<file path="config.mk">
export PLATFORM = sky130hd
export DESIGN_NAME = trivium_stream_gen
export DESIGN_NICKNAME = d
export VERILOG_FILES = /design/src/rtl/trivium_stream_gen.sv
export SDC_FILE = /design/constraint.sdc
export NUM_CORES = 1
export LEC_CHECK = 0
export CORE_MARGIN = 5
export CORE_UTILIZATION = 31
export CTS_BUF_LIST = sky130_fd_sc_hd__clkbuf_16
export DETAILED_ROUTE_END_ITERATION = 16
export GPL_ROUTABILITY_DRIVEN = 0
export PLACE_DENSITY = 0.51
export SLEW_MARGIN = 20
export SYNTH_ARGS = -nofsm -noshare
export SYNTH_HDL_FRONTEND = slang
export SYNTH_SLANG_ARGS = --single-unit
</file>
<file path="constraint.sdc">
create_clock -name clk -period 6.7 [get_ports clk]
set_clock_uncertainty 0.2 [all_clocks]
set_input_delay 2.01 -clock clk [delete_from_list [all_inputs] [get_ports clk]]
set_output_delay 2.01 -clock clk [all_outputs]
set_load 0.02 [all_outputs]
</file>
<file path="src/rtl/trivium_stream_gen.sv">
// Trivium keystream generator: runtime key/IV load, warm-up, W bits/clock out.
// Optional `TRIVIUM_XOR_EN adds a din port and emits z ^ din.
module trivium_stream_gen #(
    parameter int W           = 8,
    parameter int INIT_ROUNDS = 1152,
    parameter int CNT_W       = 11
) (
    input  logic          clk,
    input  logic          rst,
    input  logic          load,
    input  logic [79:0]   key,
    input  logic [79:0]   iv,
    output logic          busy,
    output logic          ks_valid,
    input  logic          ks_ready,
`ifdef TRIVIUM_XOR_EN
    input  logic [W-1:0]  din,
`endif
    output logic [W-1:0]  ks_data
);

    localparam int N = INIT_ROUNDS / W;
    localparam logic [CNT_W-1:0] LAST = CNT_W'(N - 1);

    if (W < 1 || W > 64 || (W & (W - 1)) != 0) begin : g_bad_w
        $error("W must be a power of 2 in 1..64");
    end
    if (INIT_ROUNDS <= 0 || (INIT_ROUNDS % W) != 0) begin : g_bad_rounds
        $error("INIT_ROUNDS must be a positive multiple of W");
    end
    if ((longint'(1) << CNT_W) <= longint'(N)) begin : g_bad_cnt
        $error("CNT_W too narrow for INIT_ROUNDS/W");
    end

    typedef enum logic [1:0] {
        IDLE,
        INIT,
        RUN
    } state_t;

    state_t           state_q;
    state_t           state_d;
    logic [287:0]     s_q;
    logic [287:0]     s_step;
    logic [287:0]     s_img;
    logic [W-1:0]     z_w;
    logic [W-1:0]     word;
    logic [CNT_W-1:0] cnt_q;
    logic             init_load;
    logic             adv;
    logic             prod;

    // s_q[i-1] holds Trivium bit s_i
    always_comb begin
        logic [287:0] s;
        logic         t1;
        logic         t2;
        logic         t3;
        s   = s_q;
        z_w = '0;
        for (int j = 0; j < W; j++) begin
            t1     = s[65] ^ s[92];
            t2     = s[161] ^ s[176];
            t3     = s[242] ^ s[287];
            z_w[j] = t1 ^ t2 ^ t3;
            t1     = t1 ^ (s[90] & s[91]) ^ s[170];
            t2     = t2 ^ (s[174] & s[175]) ^ s[263];
            t3     = t3 ^ (s[285] & s[286]) ^ s[68];
            s      = {s[286:177], t2, s[175:93], t1, s[91:0], t3};
        end
        s_step = s;
    end

    always_comb begin
        s_img          = '0;
        s_img[79:0]    = key;
        s_img[172:93]  = iv;
        s_img[287:285] = 3'b111;
    end

`ifdef TRIVIUM_XOR_EN
    assign word = z_w ^ din;
`else
    assign word = z_w;
`endif

    assign busy = (state_q == INIT);

    always_comb begin
        state_d   = state_q;
        init_load = 1'b0;
        adv       = 1'b0;
        prod      = 1'b0;
        unique case (state_q)
            IDLE: begin
                if (load) begin
                    init_load = 1'b1;
                    state_d   = INIT;
                end
            end
            INIT: begin
                if (load) begin
                    init_load = 1'b1;
                end else begin
                    adv = 1'b1;
                    if (cnt_q == LAST) state_d = RUN;
                end
            end
            RUN: begin
                if (load) begin
                    init_load = 1'b1;
                    state_d   = INIT;
                end else if (!ks_valid || ks_ready) begin
                    adv  = 1'b1;
                    prod = 1'b1;
                end
            end
            default: state_d = IDLE;
        endcase
    end

    always_ff @(posedge clk) begin
        if (rst) begin
            state_q <= IDLE;
        end else begin
            state_q <= state_d;
        end
    end

    always_ff @(posedge clk) begin
        if (rst) begin
            s_q      <= '0;
            cnt_q    <= '0;
            ks_valid <= 1'b0;
            ks_data  <= '0;
        end else begin
            if (init_load) begin
                s_q      <= s_img;
                cnt_q    <= '0;
                ks_valid <= 1'b0;
            end else begin
                if (adv) s_q <= s_step;
                if (state_q == INIT) cnt_q <= cnt_q + 1'b1;
                if (prod) begin
                    ks_data  <= word;
                    ks_valid <= 1'b1;
                end
            end
        end
    end

endmodule

</file>
==> Yosys cells after proc, flatten, opt, wreduce, memory -nomap -nowiden <==
Index checks and enable logic that the tools add are counted.
W data, S select, Z words.
{ "totals": {"register_bits": 310, "inputBits": 164, "wordCells": 148} }
{ "op_classes": {"n_addsub": 1, "n_eq_ne": 6, "muxes": 13, "bitwise_logic": 113, "n_reduce_logical": 9} }
{ "ops": {"columns": ["op", "count"], "rows": [
  ["$mux W288", 2],
  ["$xor A1 B1 Y1", 88],
  ["$and A1 B1 Y1", 24],
  ["$add A11 B1 Y11 const B", 1],
  ["$eq A11 B8 Y1 const B", 1],
  ["$mux W1", 6],
  ["$mux W2", 3],
  ["$ne A2 B1 Y1 const B", 2],
  ["$pmux W2 S2", 1],
  ["$reduce_or A2 Y1", 2],
  ["$reduce_and A3 Y1", 1],
  ["$reduce_or A3 Y1", 1],
  ["$eq A2 B1 Y1 const B", 1],
  ["$eq A2 B2 Y1 const B", 1],
  ["$logic_not A2 Y1", 1],
  ["$ne A2 B2 Y1 const B", 1],
  ["$pmux W1 S2", 1],
  ["$reduce_and A2 Y1", 1],
  ["$reduce_bool A2 Y1", 1],
  ["$logic_not A1 Y1", 1],
  ["$logic_or A1 B1 Y1", 1],
  ["$not A1 Y1", 1]
]} }

==> Depth between registers and ports, before layout <==
Gate-level depths: netlist of the first run.
{ "depth": {"ltp_word": 7, "mapped_depth": 10, "ltp_nobuf": 6} }

==> Worst setup path after synthesis of the first run <==
No wires, ideal clock.
{ "synth_timing": {"path_kind": "input port to flip-flop", "from": "in ks_ready", "to": "reg s_q[22]", "setup_time_ns": 0.132, "arrival_ns": 3.230, "setup_slack_ns": 3.137, "path_stages": 7, "n_path_buf": 3, "path_cell_list": "or3b_4 > and3_1 > buf_2 > buf_6 > buf_6 > a22oi_2 > a21oi_1"} }
{ "synth_via": {"elab_chain_cells": 5} }
{ "synth_rtl": {"columns": ["item", "line_no", "rtl"], "rows": [
  ["start: declaration", "15", "input logic ks_ready,"],
  ["$logic_or A1 B1 Y1", "113", "end else if (!ks_valid || ks_ready) begin"],
  ["$mux W1", "113", null],
  ["$mux W1", "110", "if (load) begin"],
  ["$pmux W1 S2", "94", "unique case (state_q)"],
  ["$reduce_bool A2 Y1 (no line)", null, null],
  ["end signal: assignment", "138", "s_q <= s_img;"],
  ["end signal: assignment", "142", "if (adv) s_q <= s_step;"],
  ["end: declaration", "43", "logic [287:0] s_q;"]
]} }
Every way passes these cells.
A chain may end at the register's enable or synchronous reset.

==> Worst setup path in the final report of the first run <==
{ "layout_timing": {"from": "reg state_q[1]", "to": "out busy"} }
{ "layout_via": {"elab_chain_cells": 1} }
{ "layout_rtl": {"columns": ["item", "line_no", "rtl"], "rows": [
  ["start: declaration", "41", "state_t state_q;"],
  ["start signal: assignment", "126", "state_q <= state_d;"],
  ["$eq A2 B1 Y1", "87", "assign busy = (state_q == INIT);"],
  ["end: declaration", "13", "output logic busy,"]
]} }
Every way passes these cells.

==> results of run 1 <==
## worst paths after layout
| path | to | startpoint | cells past startpoint | slack (ps) |
|---|---|---|---|---|
| worst max-delay path | busy | state_q[1]$_SDFFE_PP0P_ | 3 | 2380 |
| worst min-delay path | s_q[237]$_SDFFE_PP0N_ | s_q[229]$_SDFFE_PP0N_ | 2 | 250 |
| worst max register to register | s_q[287]$_SDFFE_PP0P_ | state_q[1]$_SDFFE_PP0P_ | 7 | 3580 |
| worst min register to register | s_q[237]$_SDFFE_PP0N_ | s_q[229]$_SDFFE_PP0N_ | 2 | 250 |
## layout by cell type, fill, tap and decap left out, types with 11 or more instances in the layout
| cell | synthesis | layout |
|---|---|---|
| nand2_1 | 423 | 423 |
| o21ai_0 | 12 | 11 |
| a22oi_1 | 120 | 120 |
| a21oi_1 | 288 | 288 |
| clkdlybuf4s50_1 | 0 | 172 |
| clkbuf_16 | 0 | 35 |
| xor2_1 | 11 | 11 |
| a211oi_1 | 13 | 13 |
| xor3_1 | 16 | 16 |
| xnor2_1 | 53 | 53 |
| nor2_1 | 27 | 27 |
| dfxtp_1 | 310 | 310 |
| a22oi_2 | 40 | 40 |
## kinds of logic (layout without fill, tap and decap cells)
kind of cell,Yosys count,count (layout),synth area share
other,0,1,0
flip-flops,310,310,0.487
multiplexers,1,1,0.000786
AO/OA/AOI/OAI,477,477,0.239
AND/OR/NAND/NOR,472,472,0.144
buffers and inverters,122,250,0.0485
adder cells (fa/ha/maj),7,7,0.00687
XOR/XNOR,80,80,0.0738
## through the flow
| step | total power, mW | utilization | std cells | setup WS, ps | area [sq um] |
|---|---|---|---|---|---|
| 2_1_floorplan | 2.60 | - | 1469 | 3140 | 12700 |
| 3_3_place_gp | 2.86 | 0.362 | 2071 | 2040 | 14800 |
| 3_5_place_dp | 2.87 | 0.362 | 2071 | 2030 | 14800 |
| 4_1_cts | 4.65 | 0.388 | 2129 | 2340 | 15800 |
| 5_1_grt | 4.82 | 0.388 | 2129 | 2280 | 15800 |
| 6_report | 4.58 | 0.388 | 2130 | 2380 | 15800 |
## state kept, by name, summed over array words and instances (netlist names)
| signal | flops |
|---|---|
| ks_data | 8 |
| ks_valid | 1 |
| s_q | 288 |
| state_q | 2 |
| cnt_q | 11 |
## routing by layer
| layer | vias up | part of all wire | wire, um |
|---|---|---|---|
| li1 | 5256 | - | - |
| met1 | 4976 | 0.46 | 16300 |
| met2 | 158 | 0.47 | 16500 |
| met3 | 53 | 0.046 | 1620 |
| met4 | 8 | 0.018 | 646 |
| met5 | - | 0.0014 | 48 |
## worst min-delay path, delay by kind of cell, from the launching register on
family          cells  cell delay, ps
compound gates      1              50
flops               1             310
simple gates        1              50
## area by class of cell
class	instances	area, sq um	area share
Timing Repair Buffer	187	1910	0.121
Tap cell	532	666	0.0422
Multi-Input combinational cell	1037	5950	0.377
Clock buffer	35	876	0.0555
Inverter	5	18.8	0.00119
Sequential cell	310	6210	0.393
Clock inverter	23	158	0.00998
Antenna cell	1	2.50	0.000158
## power groups by stage
stage	registers [mW]	logic [mW]	clock network, mW
CTS	2.03	0.799	1.82
finish	2.03	0.789	1.76
global route	2.04	0.867	1.91
detailed placement	2.07	0.797	0
global placement	2.07	0.790	0
floorplan	2.05	0.548	0
==> results.py, run 1 <==
metrics = {
    "route": {
        "ant_nets": 0,
        "dr.pass1.iters": 6,
        "drc": 0,
        "vias_per_cell": 4.91,
        "routed_wl_mm": 35.1,
        "drtIter0Drc": 762,
        "num_vias": 10500,
        "wire_per_inst_um": 16.5,
    },
    "setup_path": {
        "path_cells": "inv_1 > ha_1 > clkdlybuf4s50_1",
        "cpPeakStageDelay_ps": 690,
        "cp_max_fo": 10,
        "start_kind": "register",
        "critPathCaptureType": "primary output",
        "critical_path_buf_inv_count": 2,
        "cpMaxStageDelayCell": "clkdlybuf4s50_1",
        "path_class": "reg2out",
        "crit_family": "buffers and inverters",
        "crit_required_ps": 4490,
        "worst-endpoint-arrival_ps": 2110,
    },
    "synthesis": {
        "yosysTopAreaCell": "dfxtp_1",
        "synth_warnings": 0,
        "synth_common_cells": "nand2_1 (423), dfxtp_1 (310), a21oi_1 (288), a22oi_1 (120), clkbuf_1 (68)",
        "ys_top_cells_by_area": "dfxtp_1 (49%), nand2_1 (12%), a21oi_1 (11%)",
        "synth_most_common_cell": "nand2_1",
        "synth_ff_type": "dfxtp_1",
        "syn_inst": 1469,
        "synth_area_sq_um": 12700,
        "ys_seq_elements": 310,
        "yosys.area.top_type_share": 0.487,
        "ys_types": 34,
        "synth_edf_count": 0,
        "async_flop_share": 0,
        "seq_area_frac_synth": 0.487,
        "syn_nets": 1640,
        "avgSynthCellArea_sq_um": 8.67,
    },
    "sta": {
        "max_freq_mhz": 231,
        "final-hold-violation-count": 0,
        "tightest_slew_ps": 969,
        "holdWs_ps": 245,
        "finalSetupViolations": 0,
        "fin_crit_sh": 0.646,
        "slew-limit-headroom": 0.354,
        "rsz0062_at_grt": "false",
        "finalSetupTns_ps": 0,
        "slew_viol_final": 0,
        "layout_min_cycle_time_ps": 4320,
    },
    "power": {
        "ir_drop_uv": 142,
        "comb_power_share": 0.172,
        "power.share.clock": 0.385,
        "leakage_nw": 5.33,
        "powerDensity_nw_per_um2": 290,
        "power.share.sequential": 0.443,
        "switching_share": 0.282,
        "internal_power_mw": 3.29,
        "power.switching_mw": 1.29,
    },
    "floorplanning": {
        "start_util": 0.313,
        "core_area_sq_um": 40700,
        "dieArea_sq_um": 45300,
        "fp.dieW_um": 213,
        "ios": 174,
        "fp-row-count": 74,
        "die_y_um": 213,
    },
    "grt": {
        "grt_start_max_net_pins": 165,
        "grt.overflow.total": 0,
        "gr-usage-met2": 0.241,
        "gr-usage-met1": 0.203,
        "first_global_vias": 10300,
        "grt_usage": 0.149,
        "antenna_found_initial": 5,
        "use_met3": 0.0351,
        "grt_pass1_wl_mm": 54.9,
        "grt.busiest_layer": "met2",
    },
    "place": {
        "hpwlAfterDp_mm": 23.2,
        "portBuffers": 173,
    },
    "clock_network": {
        "hold_buffers": 0,
        "clock_tree.buffer_depth": 3,
        "cts_max_level": 2,
        "cts_tree": "done",
        "cts.repair.resized": 0,
        "cts.sinks": 310,
        "clk_pin_slew_ps": 60,
        "cts_setup_buffers": 0,
        "worstSkewPairLatency_ps": 510,
        "cts-root-buf": "clkbuf_16",
        "numCtsBuffers": 35,
    },
    "finish": {
        "drive_gt1_frac": 0.0670,
        "area_growth_pct": 23.9,
        "fin_nets": 1747,
        "fillCellCount": 4161,
    },
    "status": {
        "status": "finished clean",
    },
    "min_path": {
        "hold_class": "reg2reg",
    },
    "run": {
        "drv_cap": 0,
    },
}
(Power assumes the default switching activity.)
==> inputs of run 2 (changes only) <==
- clock period: 6.7 -> 4.5 ns (I/O delays scaled with it)
==> run 2 against run 1 <==
  * Hold slack improved by 2.0 ps
  * Non-clock buffer count rose by 12
  * Power rose by 50%
  * Utilization rose by 0.56 points
  * Worst setup slack got worse by 1500 ps
  * Die area did not move
  * Routed wire length rose by 0.72%
  * Final area rose by 1.4%
  * Sequential power rose by 49%
  * First-iteration DRC count fell by 14%
  * Critical endpoint unchanged
  * Largest cell class unchanged
==> results.py, run 2 (synthesized netlist as in run 1, its figures left out) <==
metrics = {
    "finish": {
        "final_cell_mix": "nand2_1 (423), dfxtp_1 (310), a21oi_1 (288)",
        "ff_latch_area_sq_um": 6210,
        "reg_top3": "s_q: 288 flops, cnt_q: 11 flops, ks_data: 8 flops",
        "fillCellCount": 4162,
        "drive_gt1_frac": 0.0720,
        "final_common_cell": "nand2_1",
        "multi_input_area_sq_um": 5950,
        "regMostFlops": "s_q",
        "largest_reg_flops": 288,
        "fin_nets": 1759,
        "final_core_util": 0.393,
        "area_growth_pct": 25.7,
    },
    "floorplanning": {
        "core_area_sq_um": 40700,
        "fp-row-count": 74,
        "fp.dieW_um": 213,
        "ios": 174,
        "dieArea_sq_um": 45300,
        "die_y_um": 213,
        "start_util": 0.313,
    },
    "setup_path": {
        "cpPeakStageDelay_ps": 680,
        "critPathCaptureType": "primary output",
        "cpMaxStageDelayCell": "clkdlybuf4s50_1",
        "critical_path_buf_inv_count": 2,
        "path_class": "reg2out",
        "crit_required_ps": 2950,
        "start_kind": "register",
        "cp_max_fo": 10,
        "worst-endpoint-arrival_ps": 2060,
        "crit_family": "buffers and inverters",
        "path_cells": "inv_1 > ha_1 > clkdlybuf4s50_1",
    },
    "sta": {
        "tightest_slew_ps": 785,
        "slew_viol_final": 0,
        "fin_crit_sh": 0.803,
        "final-hold-violation-count": 0,
        "finalSetupTns_ps": 0,
        "finalSetupViolations": 0,
        "slew-limit-headroom": 0.477,
        "rsz0062_at_grt": "false",
        "layout_min_cycle_time_ps": 3610,
        "max_freq_mhz": 277,
    },
    "clock_network": {
        "cts_tree": "done",
        "cts-root-buf": "clkbuf_16",
        "cts_max_level": 2,
        "numCtsBuffers": 35,
        "cts.repair.resized": 0,
        "cts_setup_buffers": 0,
        "worstSkewPairLatency_ps": 510,
        "clock_tree.buffer_depth": 3,
        "clk_pin_slew_ps": 60,
        "cts.sinks": 310,
        "hold_buffers": 0,
    },
    "grt": {
        "grt_pass1_wl_mm": 55.5,
        "first_global_vias": 10300,
        "grt_usage": 0.151,
        "antenna_found_initial": 6,
        "grt_start_max_net_pins": 124,
        "grt.overflow.total": 0,
    },
    "route": {
        "wire_per_inst_um": 16.5,
        "drc": 0,
        "routed_wl_mm": 35.3,
        "vias_per_cell": 4.91,
        "ant_nets": 0,
        "drtIter0Drc": 657,
        "num_vias": 10500,
        "dr.pass1.iters": 5,
    },
    "status": {
        "status": "finished clean",
    },
    "power": {
        "power_mw": 6.89,
        "powerDensity_nw_per_um2": 430,
        "leakage_nw": 5.46,
        "ir_drop_uv": 241,
    },
    "place": {
        "hpwlAfterDp_mm": 24.3,
        "portBuffers": 173,
    },
    "min_path": {
        "hold_class": "reg2reg",
    },
    "run": {
        "drv_cap": 0,
    },
}
## run 2: per-layer routing
metal,wire (um),part of all wire,GRT usage
met4,612,0.017,0.0335
met1,16100,0.46,0.202
met2,16800,0.47,0.252
met5,46,0.0013,0
met3,1780,0.050,0.0335
## run 2: cell type report
type | count | share of cell area
antenna | 1 | 0.000156
clock buffer | 37 | 0.0578
clock inverter | 24 | 0.00750
inverter | 5 | 0.00117
multi-input combinational | 1037 | 0.372
sequential | 310 | 0.387
tap | 532 | 0.0416
timing repair buffer | 199 | 0.133
## run 2: where the power goes
part	total [mW]	internal (mW)	switching [mW]
combinational	1.23	0.527	0.706
clock	2.63	1.53	1.10
sequential	3.02	2.90	0.121
total	6.89	4.96	1.93
## run 2: path summary, 6_finish.rpt
path              slack, ps               startpoint  depth (start not counted)                     to
setup / recovery        890  state_q[1]$_SDFFE_PP0P_                          3                   busy
hold / removal          250    s_q[216]$_SDFFE_PP0N_                          2  s_q[224]$_SDFFE_PP0N_
setup reg to reg       1730  state_q[1]$_SDFFE_PP0P_                          7  s_q[129]$_SDFFE_PP0P_
hold reg to reg         250    s_q[216]$_SDFFE_PP0N_                          2  s_q[224]$_SDFFE_PP0N_
## run 2: worst reg2reg max path: stages, from the launching register on
cell     delay [ps]
dfxtp_1         370
inv_1           110
ha_1            330
or3b_4          490
a31oi_4         660
buf_12          300
nand2_1          90
a21oi_1         150
## run 2: metrics by stage
step                      cells  hold WS (ps)  cell area, sq um  setup slack, ps
after detailed placement   2083           243             15000              727
after global placement     2083           237             15000              793
after CTS                  2144           251             16000              850
final                      2145           247             16000              886
after floorplan            1469           229             12700             1600
after global routing       2144           260             16000              787
==> inputs of run 3 (changes only) <==
- clock period: 4.5 -> 3.7 ns (I/O delays scaled with it)
==> run 3 against run 2 <==
  * Register-to-register slack worse by 720 ps
  * Sequential power up 22%
  * Routed wire length up 0.63%
  * Combinational power up 21%
  * Worst setup slack worse by 600 ps
==> results.py, run 3 (synthesized netlist as in run 1, its figures left out) <==
metrics = {
    "status": {
        "status": "finished clean",
    },
    "clock_network": {
        "cts.sinks": 310,
        "cts_max_level": 2,
        "cts.repair.resized": 0,
        "numCtsBuffers": 36,
        "cts-root-buf": "clkbuf_16",
        "cts_tree": "done",
        "cts_setup_buffers": 0,
        "worstSkewPairLatency_ps": 520,
        "clock_tree.buffer_depth": 3,
        "clk_pin_slew_ps": 60,
        "hold_buffers": 0,
    },
    "power": {
        "power.share.sequential": 0.429,
        "comb_power_share": 0.173,
        "powerDensity_nw_per_um2": 533,
        "switching_share": 0.279,
        "power.share.clock": 0.398,
        "internal_power_mw": 6.18,
        "power.switching_mw": 2.40,
        "ir_drop_uv": 274,
        "leakage_nw": 5.48,
    },
    "grt": {
        "use_met3": 0.0394,
        "antenna_found_initial": 8,
        "first_global_vias": 10200,
        "gr-usage-met1": 0.202,
        "grt.busiest_layer": "met2",
        "grt_usage": 0.152,
        "gr-usage-met2": 0.247,
        "grt.overflow.total": 0,
        "grt_pass1_wl_mm": 55.7,
        "grt_start_max_net_pins": 141,
    },
    "setup_path": {
        "cpMaxStageDelayCell": "clkdlybuf4s50_1",
        "crit_required_ps": 2390,
        "path_class": "reg2out",
        "critPathCaptureType": "primary output",
        "cp_max_fo": 10,
        "start_kind": "register",
        "cpPeakStageDelay_ps": 690,
        "path_cells": "inv_1 > ha_1 > clkdlybuf4s50_1",
        "worst-endpoint-arrival_ps": 2110,
    },
    "finish": {
        "regMostFlops": "s_q",
        "largest_reg_flops": 288,
        "final_common_cell": "nand2_1",
        "fin_nets": 1760,
        "fillCellCount": 4186,
        "area_growth_pct": 26.3,
        "reg_top3": "s_q: 288 flops, cnt_q: 11 flops, ks_data: 8 flops",
        "final_cell_mix": "nand2_1 (423), dfxtp_1 (310), a21oi_1 (288)",
        "drive_gt1_frac": 0.0768,
        "design_area_sq_um": 16100,
    },
    "route": {
        "drc": 0,
        "wire_per_inst_um": 16.5,
        "routed_wl_mm": 35.6,
        "vias_per_cell": 4.87,
        "dr.pass1.iters": 4,
        "drtIter0Drc": 646,
        "num_vias": 10500,
        "ant_nets": 0,
    },
    "sta": {
        "tightest_slew_ps": 763,
        "layout_min_cycle_time_ps": 3420,
        "slew_viol_final": 0,
        "fin_crit_sh": 0.924,
        "slew-limit-headroom": 0.492,
        "final-hold-violation-count": 0,
        "finalSetupViolations": 0,
        "finalSetupTns_ps": 0,
        "max_freq_mhz": 293,
        "rsz0062_at_grt": "false",
    },
    "min_path": {
        "hold_class": "reg2reg",
    },
    "place": {
        "portBuffers": 173,
        "placed_area_sq_um": 15000,
        "hpwlAfterDp_mm": 24.1,
    },
    "floorplanning": {
        "die_y_um": 213,
        "fp.dieW_um": 213,
        "core_area_sq_um": 40700,
        "fp-row-count": 74,
        "start_util": 0.313,
        "ios": 174,
        "dieArea_sq_um": 45300,
    },
    "run": {
        "drv_cap": 0,
    },
}
==> run 3: per-stage QoR <==
step	total power, mW	setup WS (ps)	utilization	hold slack, ps	instances
floorplan	4.70	1040	-	229	1469
global placement	5.24	433	0.367	236	2083
detailed placement	5.25	372	0.367	240	2083
CTS	8.72	270	0.395	245	2147
global route	8.99	176	0.395	266	2148
finish	8.58	282	0.395	243	2150
==> run 3: layer usage <==
metal / share of wire / wire length (um) / vias to the layer above
met5: 0.0016 / 57 / -
met4: 0.020 / 725 / 10
met3: 0.056 / 1980 / 58
met2: 0.47 / 16900 / 180
met1: 0.45 / 15900 / 4929
li1: - / - / 5293
==> run 3: path summary, 6_finish.rpt <==
| check | from | to | slack (ps) | depth (start not counted) |
|---|---|---|---|---|
| worst max register to register | state_q[1]$_SDFFE_PP0P_ | s_q[119]$_SDFFE_PP0P_ | 1010 | 7 |
| worst min-delay path | s_q[218]$_SDFFE_PP0N_ | s_q[226]$_SDFFE_PP0N_ | 240 | 2 |
| worst min register to register | s_q[218]$_SDFFE_PP0N_ | s_q[226]$_SDFFE_PP0N_ | 240 | 2 |
| worst max-delay path | state_q[1]$_SDFFE_PP0P_ | busy | 280 | 3 |
==> run 3: power groups by stage <==
stage          Sequential, mW  Combinational, mW  Clock [mW]
2_1_floorplan            3.71              0.993           0
3_3_place_gp             3.75               1.49           0
3_5_place_dp             3.75               1.50           0
4_1_cts                  3.68               1.50        3.53
5_1_grt                  3.70               1.63        3.66
6_report                 3.68               1.49        3.41
==> run 3: final cells by class <==
cell class              instances  area [sq um]  area share
flip-flops and latches        310          6210       0.386
clock buffers                  37           926      0.0575
repair buffers                199          2120       0.131
inverters                       5          18.8     0.00117
diodes                          3          7.51    0.000466
well taps                     532           666      0.0414
multi-input cells            1037          5950       0.370
clock inverters                27           205      0.0127
==> run 3: worst max-delay path: cells and delay by family, from the launching register on <==
family / cells / cell delay [ps]
flops: 1 / 340
buf+inv: 2 / 820
fa+ha+maj: 1 / 440
